<file path="config.mk">
export PLATFORM = sky130hd
export DESIGN_NAME = and_run_detector
export DESIGN_NICKNAME = d
export VERILOG_FILES = /design/src/rtl/and_run_detector.sv
export SDC_FILE = /design/constraint.sdc
export NUM_CORES = 1
export LEC_CHECK = 0
export BUFFER_PORTS_ARGS = -buffer_cell sky130_fd_sc_hd__clkbuf_2
export CAP_MARGIN = 25
export CORE_MARGIN = 2
export CORE_UTILIZATION = 55
export DETAILED_ROUTE_END_ITERATION = 6
export GPL_TIMING_DRIVEN = 0
export PLACE_DENSITY_LB_ADDON = 0.2
export SLEW_MARGIN = 10
export SYNTH_ARGS = -nofsm -noshare
export SYNTH_HDL_FRONTEND = slang
export SYNTH_SLANG_ARGS = --single-unit
</file>
<file path="constraint.sdc">
create_clock -name clk -period 5.1 [get_ports clk]
set_input_delay 0.255 -clock clk [delete_from_list [all_inputs] [get_ports clk]]
set_output_delay 0.255 -clock clk [all_outputs]
set_load 0.005 [all_outputs]
</file>
<file path="src/rtl/and_run_detector.sv">
// Counts consecutive qualified 1-samples of the AND stage output and pulses hit once per run of RUN_LEN.
// Optional sticky hit flag enabled by defining AND_RUN_STICKY_EN; otherwise hit_sticky is tied low.
module and_run_detector #(
  parameter int RUN_LEN = 3,
  parameter int CNT_W   = 8
) (
  input  logic             clk,
  input  logic             rst_n,
  input  logic             valid,
  input  logic             z_in,
  input  logic             clr,
  output logic [CNT_W-1:0] run_len,
  output logic             hit,
  output logic [CNT_W-1:0] hit_cnt,
  output logic [1:0]       state,
  output logic             hit_sticky
);

  typedef enum logic [1:0] {
    S_IDLE   = 2'd0,
    S_RUN    = 2'd1,
    S_HIT    = 2'd2,
    S_UNUSED = 2'd3
  } state_e;

  localparam logic [CNT_W-1:0] CNT_MAX   = '1;
  localparam logic [CNT_W-1:0] RUN_LEN_C = CNT_W'(RUN_LEN);
  localparam logic [CNT_W-1:0] ONE_C     = CNT_W'(1);

  state_e           state_q, state_d;
  logic [CNT_W-1:0] run_len_q, run_len_d;
  logic [CNT_W-1:0] hit_cnt_q, hit_cnt_d;
  logic             hit_q, hit_d;
  logic [CNT_W-1:0] run_inc;

  assign run_inc = (run_len_q == CNT_MAX) ? CNT_MAX : run_len_q + ONE_C;

  always_comb begin
    state_d   = state_q;
    run_len_d = run_len_q;
    hit_cnt_d = hit_cnt_q;
    hit_d     = 1'b0;
    if (clr) begin
      state_d   = S_IDLE;
      run_len_d = '0;
      hit_cnt_d = '0;
    end else if (state_q == S_UNUSED) begin
      // Recover from the unused encoding even while no sample is qualified.
      state_d   = S_IDLE;
      run_len_d = '0;
    end else if (valid) begin
      case (state_q)
        S_IDLE: begin
          if (z_in) begin
            state_d   = S_RUN;
            run_len_d = ONE_C;
          end else begin
            run_len_d = '0;
          end
        end
        S_RUN: begin
          if (z_in) begin
            run_len_d = run_inc;
            if (run_inc == RUN_LEN_C) begin
              state_d = S_HIT;
              hit_d   = 1'b1;
              if (hit_cnt_q != CNT_MAX) hit_cnt_d = hit_cnt_q + ONE_C;
            end
          end else begin
            state_d   = S_IDLE;
            run_len_d = '0;
          end
        end
        S_HIT: begin
          if (z_in) begin
            run_len_d = run_inc;
          end else begin
            state_d   = S_IDLE;
            run_len_d = '0;
          end
        end
        default: begin
          state_d   = S_IDLE;
          run_len_d = '0;
        end
      endcase
    end
  end

  always_ff @(posedge clk or negedge rst_n) begin
    if (!rst_n) begin
      state_q   <= S_IDLE;
      run_len_q <= '0;
      hit_cnt_q <= '0;
      hit_q     <= 1'b0;
    end else begin
      state_q   <= state_d;
      run_len_q <= run_len_d;
      hit_cnt_q <= hit_cnt_d;
      hit_q     <= hit_d;
    end
  end

`ifdef AND_RUN_STICKY_EN
  logic sticky_q, sticky_d;

  assign sticky_d = clr ? 1'b0 : (sticky_q | hit_d);

  always_ff @(posedge clk or negedge rst_n) begin
    if (!rst_n) sticky_q <= 1'b0;
    else        sticky_q <= sticky_d;
  end

  assign hit_sticky = sticky_q;
`else
  assign hit_sticky = 1'b0;
`endif

  assign state   = state_q;
  assign run_len = run_len_q;
  assign hit_cnt = hit_cnt_q;
  assign hit     = hit_q;

endmodule

</file>
# == Yosys cells after proc, flatten, opt, wreduce, memory -nomap -nowiden ==
# Cells that the tools add are included.
# totals
out_inout_bits,20
inputBits,5
wordCells,54
regBits,19
# classes
addsub,2
n_reduce_logical,10
mux,28
eq_ne,10
# ops
operator,count
$mux 8,12
$add 8x1->8 const B,2
$pmux 8 s2,1
$mux 2,7
$reduce_bool 2->1,5
$eq 8x2->1 const B,1
$eq 8x8->1 const B,1
$ne 4x4->1 const B,2
$ne 8x8->1 const B,1
$mux 1,7
$pmux 2 s3,1
$reduce_and 6->1,1
$ne 5x5->1 const B,1
$eq 2x2->1 const B,2
$reduce_and 4->1,1
$reduce_bool 3->1,1
$eq 2x1->1 const B,1
$logic_not 2->1,1
$ne 2x2->1 const B,1
$reduce_or 2->1,1

# == Longest topological paths before layout ==
# Gate-level depths: netlist of run 1.
# depth
depth_word,9
mapped_depth,8
depth_no_buf,7

# == Least setup slack after synthesis of run 1 ==
# Ideal clock, no wire load.
# synth_timing
kind,reg-to-reg
from,register run_len_q[3] (netlist: run_len[3])
to,register hit_cnt_q[5] (netlist: hit_cnt[5])
stages_incl_launch_ff,7
path_slack_ps,2903
n_path_buf,2
arrival_ps,2072
period_less_slack_ps,2197
required_time_ps,4975
setup_ps,125
cell_sequence,dfrtp_1 buf_6 or4_1 buf_2 or4_1 nor2_1 mux2_2
# synth_via
elab_chain_cells,5
word_cells_on_any_way,6
classes_between,1 x add/sub; 2 x eq/ne; 1 x mux; 2 x reduce/logical
# synth_lines
item,line_no,source
start: declaration,31,"logic [CNT_W-1:0] run_len_q, run_len_d;"
start signal: assignment,98,run_len_q <= run_len_d;
$add 8x1->8 / $eq 8x8->1 (equally long branches),36,assign run_inc = (run_len_q == CNT_MAX) ? CNT_MAX : run_len_q + ONE_C;
$mux 8 *,36,
$eq 8x2->1 *,64,if (run_inc == RUN_LEN_C) begin
$reduce_bool 2->1 (no source line) *,-,
$reduce_and 6->1 (no source line) *,-,
end signal: assignment,99,hit_cnt_q <= hit_cnt_d;
end: declaration,32,"logic [CNT_W-1:0] hit_cnt_q, hit_cnt_d;"
# Mark *: on every way between the ends. The rest lies on a longest branch, timed or not.
# A chain may end at the register's enable or synchronous reset.

# == Final worst setup path of run 1 ==
# layout_timing
from,register run_len_q[0] (netlist: run_len[0])
to,register hit_cnt_q[4] (netlist: hit_cnt[4])
# Same word-level chain as after synthesis.

==> flow_summary.json, run 1 <==
{
  "p_int_mw": 0.2327,
  "drt_iter0_drc": 28,
  "syn_to_final_growth_pct": 14.72,
  "routed_wl_microns": 2827,
  "period_needed_ps": 2430,
  "swShare": 0.3383,
  "htreeDepth": 1,
  "hp-start": "z_in",
  "rows": 17,
  "yosys_warnings": 0,
  "dp_worst_setup_slack_ps": 2688,
  "clock_latency_ps": 280,
  "grt_max_degree": 20,
  "skew_ps": 3.688,
  "grt_usage": 0.2376,
  "cp-end-kind": "flip-flop",
  "critPathMaxFanout": 9,
  "yosys.area.top_type": "dfrtp_1",
  "rsz0062_at_grt": "no",
  "p_per_area_mw_per_mm2": 242.1,
  "seqPwrFrac": 0.481,
  "vias": 1221,
  "avgViaCountPerCell": 6.045,
  "vdd_drop_max_mv": 0.2263,
  "antenna_found_initial": 0,
  "netlist_area_sq_mm": 0.001266,
  "holdPathStages": 5,
  "r2r_end": "hit_cnt[4]",
  "cts_buffers": 3,
  "syn_inst": 146,
  "yosysSeqAreaShare": 0.3755,
  "outcome": "finished, final reports clean",
  "avgSynthCellArea_sq_um": 8.673,
  "p_clk_frac": 0.211,
  "io_buffers": 23,
  "ant_nets": 0,
  "r2r_slack_ps": 2670,
  "pin_count": 25,
  "place_congestion": 0.8365,
  "num-nets-final": 187,
  "start_util": 0.5780,
  "fill_cells": 194,
  "reg2reg_depth": 5,
  "clk_path_buf_depth": 2,
  "drive_above_1_share": 0.2126,
  "grt_pass1_wl_microns": 4843,
  "fmax_mhz": 411.5,
  "antennaDiodeCount": 0,
  "ys_types": 39,
  "coreArea_sq_mm": 0.002191,
  "hold_end": "hit",
  "grt_pass1_vias": 1072,
  "finalMaxSlewViolations": 0,
  "drt_pass1_iterations": 4,
  "post_cts_buffers": 0,
  "final.period_utilization": 0.4765,
  "die_h_microns": 51.98,
  "cts_tree": "yes",
  "synth_enable_flop_cells": 0,
  "setup_viol": 0,
  "synth.ff_latch_count": 19,
  "overflow": 0,
  "required_ps": 5280,
  "synth.most_common_cell": "dfrtp_1",
  "cts-root-buf": "clkbuf_4",
  "setup_slack_ps": 2670,
  "synth_top_cells_by_count": "19 x dfrtp_1, 13 x o21ai_0, 12 x a21oi_1, 12 x nor2_1",
  "fp.dieW_microns": 51.98,
  "syn_nets": 158,
  "numClockSinks": 19,
  "p_comb_frac": 0.308,
  "tightest_slew_ps": 629.7,
  "routedWlPerCell_microns": 14.00,
  "hold_violations": 0,
  "cp.arrival_ps": 2610,
  "hold_path.class": "in -> reg",
  "path_class": "reg -> reg",
  "die_area_sq_mm": 0.002702,
  "slew_headroom": 0.5769,
  "async_flop_share": 1.000,
  "synth_top_area_share": 0.3755,
  "clkTransAtPathRegs_ps": 110,
  "dp_hpwl_microns": 2174,
  "yosys_most_used_dff": "dfrtp_1",
  "drc": 0,
  "cap_viol_max_count": 0,
  "netSwitchingPower_mw": 0.1190,
  "r2r-start": "run_len[0]",
  "startpoint_type": "flip-flop",
  "synth_area_leaders": "dfrtp_1 38%, ha_1 6.9%, o21ai_0 5.1%",
  "power_leakage_nw": 0.6603,
  "finalSetupTns_ps": 0
}
## power groups by stage
stage	logic, mW	clock network, mW	registers [mW]
after floorplan	0.0744	0	0.171
after global placement	0.103	0	0.171
after detailed placement	0.107	0	0.172
after CTS	0.108	0.0779	0.169
after global routing	0.123	0.0847	0.171
final	0.108	0.0743	0.169
## worst max-delay path, cell delays in order (launching register included)
cell	delay, ps
dfrtp_1	470
nand3_1	270
nor4b_1	540
o221ai_2	310
nor4_1	360
mux2_2	380
## worst max-delay path by stage
stage,from,endpoint
floorplan,run_len[3],hit_cnt[5]
global placement,run_len[0],hit_cnt[4]
detailed placement,run_len[0],hit_cnt[4]
CTS,run_len[0],hit_cnt[4]
global route,run_len[2],hit_cnt[4]
finish,run_len[0],hit_cnt[4]
## cell families (layout without fill, tap and decap cells)
family / count (synthesis) / count (layout) / synth area share
compound gates: 41 / 41 / 0.2045
mux: 3 / 3 / 0.02668
xor+xnor: 1 / 1 / 0.006918
simple gates: 56 / 56 / 0.2352
buf+inv: 18 / 46 / 0.07905
other cells: 1 / 1 / 0.002962
flops: 19 / 19 / 0.3755
fa+ha+maj: 7 / 7 / 0.06917
## per-stage QoR
stage / hold slack [ps] / area [sq um] / std cells / power [mW] / utilization
finish: 342.3 / 1453 / 202 / 0.3517 / 0.6631
global route: 366.6 / 1453 / 202 / 0.3789 / 0.6631
CTS: 342.7 / 1453 / 202 / 0.3552 / 0.6631
detailed placement: 237.3 / 1416 / 197 / 0.2791 / 0.6465
global placement: 227.5 / 1416 / 197 / 0.2745 / 0.6465
floorplan: -40.59 / 1266 / 146 / 0.2451 / -
## cell usage in the layout, fill, tap and decap left out, types with 4 or more instances in the layout
master,instances
nand2_1,10
clkbuf_2,25
or4_1,6
nand3_1,6
o21ai_0,13
a21oi_1,12
nand4_1,5
nor2_1,12
or3_1,4
nor3_1,4
inv_1,10
ha_1,7
dfrtp_1,19
## repair_timing
action                                 in CTS  in global routing
hold buffers                                1                  0
endpoints found under the hold margin      19                  0
gates resized for setup                     0                  0
## flip-flops by register name, indices dropped and copies added (netlist names)
register,cells
hit,1
hit_cnt,8
run_len,8
state,2
## cell type report
type	instances	area (sq um)	share of cell area
Buffer	8	62.56	0.04307
Clock buffer	4	26.28	0.01809
Inverter	10	37.54	0.02584
Multi-Input combinational cell	109	690.7	0.4755
Sequential cell	19	475.5	0.3273
Tap cell	28	35.03	0.02412
Timing Repair Buffer	24	125.1	0.08613
## layer usage
| layer | track usage | part of all wire | vias to the layer above |
|---|---|---|---|
| met5 | 0 | 0 | - |
| met4 | 0.05263 | 0.0060 | 0 |
| met3 | 0.03448 | 0.058 | 2 |
| met2 | 0.4114 | 0.49 | 44 |
| met1 | 0.3119 | 0.45 | 577 |
| li1 | - | - | 598 |
Power figures use the tool's default switching activity.
==> run 2, diff against run 1 <==
Settings changed: ABC_AREA from default to 1, CORE_UTILIZATION 55 to 54.
Clock period 5.1 ns to 2.3 ns, I/O delays scaled along.
==> run 2 against run 1 <==
Final area rose by 2.9%. Clock power rose by 130%. Final cell count rose by 16%. Synthesized area rose by 3.3%. Sequential power rose by 140%. Sequential cell count did not move. Wire length fell by 2.9%. Critical path depth rose by 8. Clock skew rose by 4.6 ps. Global-route usage fell by 1.4 points. Register-to-register slack got worse by 2300 ps. Die area rose by 4.8%. Critical path type unchanged.
==> flow_summary.json, run 2 <==
{
  "yosys.area.top_type": "dfrtp_1",
  "required_ps": 2500,
  "yosys_most_used_dff": "dfrtp_1",
  "grt_usage": 0.2236,
  "cap_viol_max_count": 0,
  "critPathMaxFanout": 9,
  "drt_iter0_drc": 29,
  "fp.dieW_microns": 53.21,
  "synth_area_leaders": "dfrtp_1 36%, nand2_1 13%, nand3_1 8.8%",
  "ys_types": 27,
  "fill_cells": 202,
  "synth_enable_flop_cells": 0,
  "synth.ff_latch_count": 19,
  "period_needed_ps": 1960,
  "finalPower_mw": 0.8506,
  "rsz0062_at_grt": "no",
  "place_area_sq_mm": 0.001458,
  "place_congestion": 0.9002,
  "drive_above_1_share": 0.2524,
  "yosysSeqAreaShare": 0.3636,
  "numClockSinks": 19,
  "grt_pass1_vias": 1173,
  "finalSetupTns_ps": 0,
  "clkTransAtPathRegs_ps": 120,
  "routedWlPerCell_microns": 11.74,
  "hold_end": "run_len[1]",
  "die_h_microns": 53.21,
  "layout_common_cells": "44 x nand2_1, 23 x nand3_1, 23 x clkbuf_2",
  "yosys_warnings": 0,
  "grt_max_degree": 20,
  "synth.most_common_cell": "nand2_1",
  "synth_top_cells_by_count": "44 x nand2_1, 23 x nand3_1, 19 x dfrtp_1",
  "pin_count": 25,
  "hold_violations": 0,
  "layout_commonest_cell": "nand2_1",
  "cts_tree": "yes",
  "antenna_found_initial": 0,
  "fmax_mhz": 510.1,
  "drt_pass1_iterations": 4,
  "start_util": 0.5799,
  "hp-start": "clr",
  "skew_ps": 8.296,
  "grt_pass1_wl_microns": 4740,
  "outcome": "finished, final reports clean",
  "num-nets-final": 219,
  "antennaDiodeCount": 0,
  "clk_path_buf_depth": 2,
  "hold_path.class": "in -> reg",
  "holdPathStages": 4,
  "netlist_area_sq_mm": 0.001308,
  "reg2reg_depth": 13,
  "cp.arrival_ps": 2160,
  "async_flop_share": 1.000,
  "io_buffers": 23,
  "r2r_slack_ps": 340,
  "avgViaCountPerCell": 5.252,
  "synth_top_area_share": 0.3636,
  "dp_hpwl_microns": 2092,
  "vias": 1229,
  "cp-end-kind": "flip-flop",
  "drc": 0,
  "fin_area_sq_mm": 0.001495,
  "postCtsHoldBufs": 1,
  "cts_buffers": 3,
  "r2r_end": "hit_cnt[7]",
  "overflow": 0,
  "path_class": "reg -> reg",
  "p_per_area_mw_per_mm2": 568.9,
  "multiInputGateArea_sq_um": 718.2,
  "clock_latency_ps": 300,
  "ant_nets": 0,
  "syn_to_final_growth_pct": 14.35,
  "avgSynthCellArea_sq_um": 7.346,
  "post_cts_buffers": 0,
  "rows": 17,
  "cts.repair.resized": 0,
  "coreArea_sq_mm": 0.002255,
  "htreeDepth": 1,
  "syn_nets": 190,
  "setup_viol": 0,
  "seq_area_sq_um": 475.5,
  "startpoint_type": "flip-flop",
  "syn_inst": 178,
  "cts-root-buf": "clkbuf_4",
  "power_leakage_nw": 0.7958,
  "die_area_sq_mm": 0.002831,
  "finalMaxSlewViolations": 0,
  "r2r-start": "run_len[0]",
  "final.period_utilization": 0.8524,
  "vdd_drop_max_mv": 0.5325,
  "routed_wl_microns": 2746
}
run 2: metal layers:
layer  vias to the layer above  track usage  share of wire
met5                         -            0              0
met4                         0       0.1026         0.0040
met3                         2      0.02542          0.056
met2                        39       0.3642           0.48
met1                       563       0.2941           0.46
li1                        625            -              -
run 2: power by group:
group | internal (mW) | leakage, nW | switching [mW]
sequential | 0.364 | 0.261 | 0.0420
combinational | 0.107 | 0.517 | 0.165
clock | 0.0648 | 0.0177 | 0.108
total | 0.535 | 0.796 | 0.315
run 2: kinds of logic after synthesis:
kind of cell,count (synthesis),synth area share
AND/OR/NAND/NOR,103,0.3799
buffers and inverters,28,0.08707
adder cells (fa/ha/maj),7,0.06698
other,1,0.002868
XOR/XNOR,4,0.02679
flip-flops,19,0.3636
AO/OA/AOI/OAI,16,0.07273
run 2: worst max path at each step:
stage | startpoint | end | slack [ps]
after floorplan | run_len[0] | hit_cnt[0] | 570
after global placement | run_len[0] | hit_cnt[7] | 400
after detailed placement | run_len[0] | hit_cnt[2] | 350
after CTS | run_len[0] | hit_cnt[6] | 340
after global routing | run_len[0] | hit_cnt[1] | 170
final | run_len[0] | hit_cnt[7] | 340
run 2: critical path, stage by stage (launching register included):
cell,delay [ps]
dfrtp_1,470
ha_1,300
nand2_2,130
nor2_1,60
nand2_2,100
inv_2,60
nor2_2,90
nand2_1,90
nor2_4,110
nand3_2,90
nand2_4,130
nand2_4,100
nand2_1,80
nand2_1,50
run 2: area by class of cell:
cell class,count,area share
plain buffers,3,0.01339
multi-input cells,131,0.4803
clock inverters,1,0.003347
flip-flops and latches,19,0.3180
repair buffers,24,0.08368
inverters,25,0.06276
well taps,28,0.02343
clock buffers,3,0.01506
run 2: metrics by stage:
step                hold slack (ps)    util  setup WS, ps  cells
floorplan                    -180.6       -         570.4    178
global placement              91.05  0.6465         397.1    229
detailed placement            98.67  0.6465         354.6    229
CTS                           100.1  0.6632         337.3    234
global route                  132.2  0.6632         171.6    234
finish                        103.5  0.6632         339.5    234
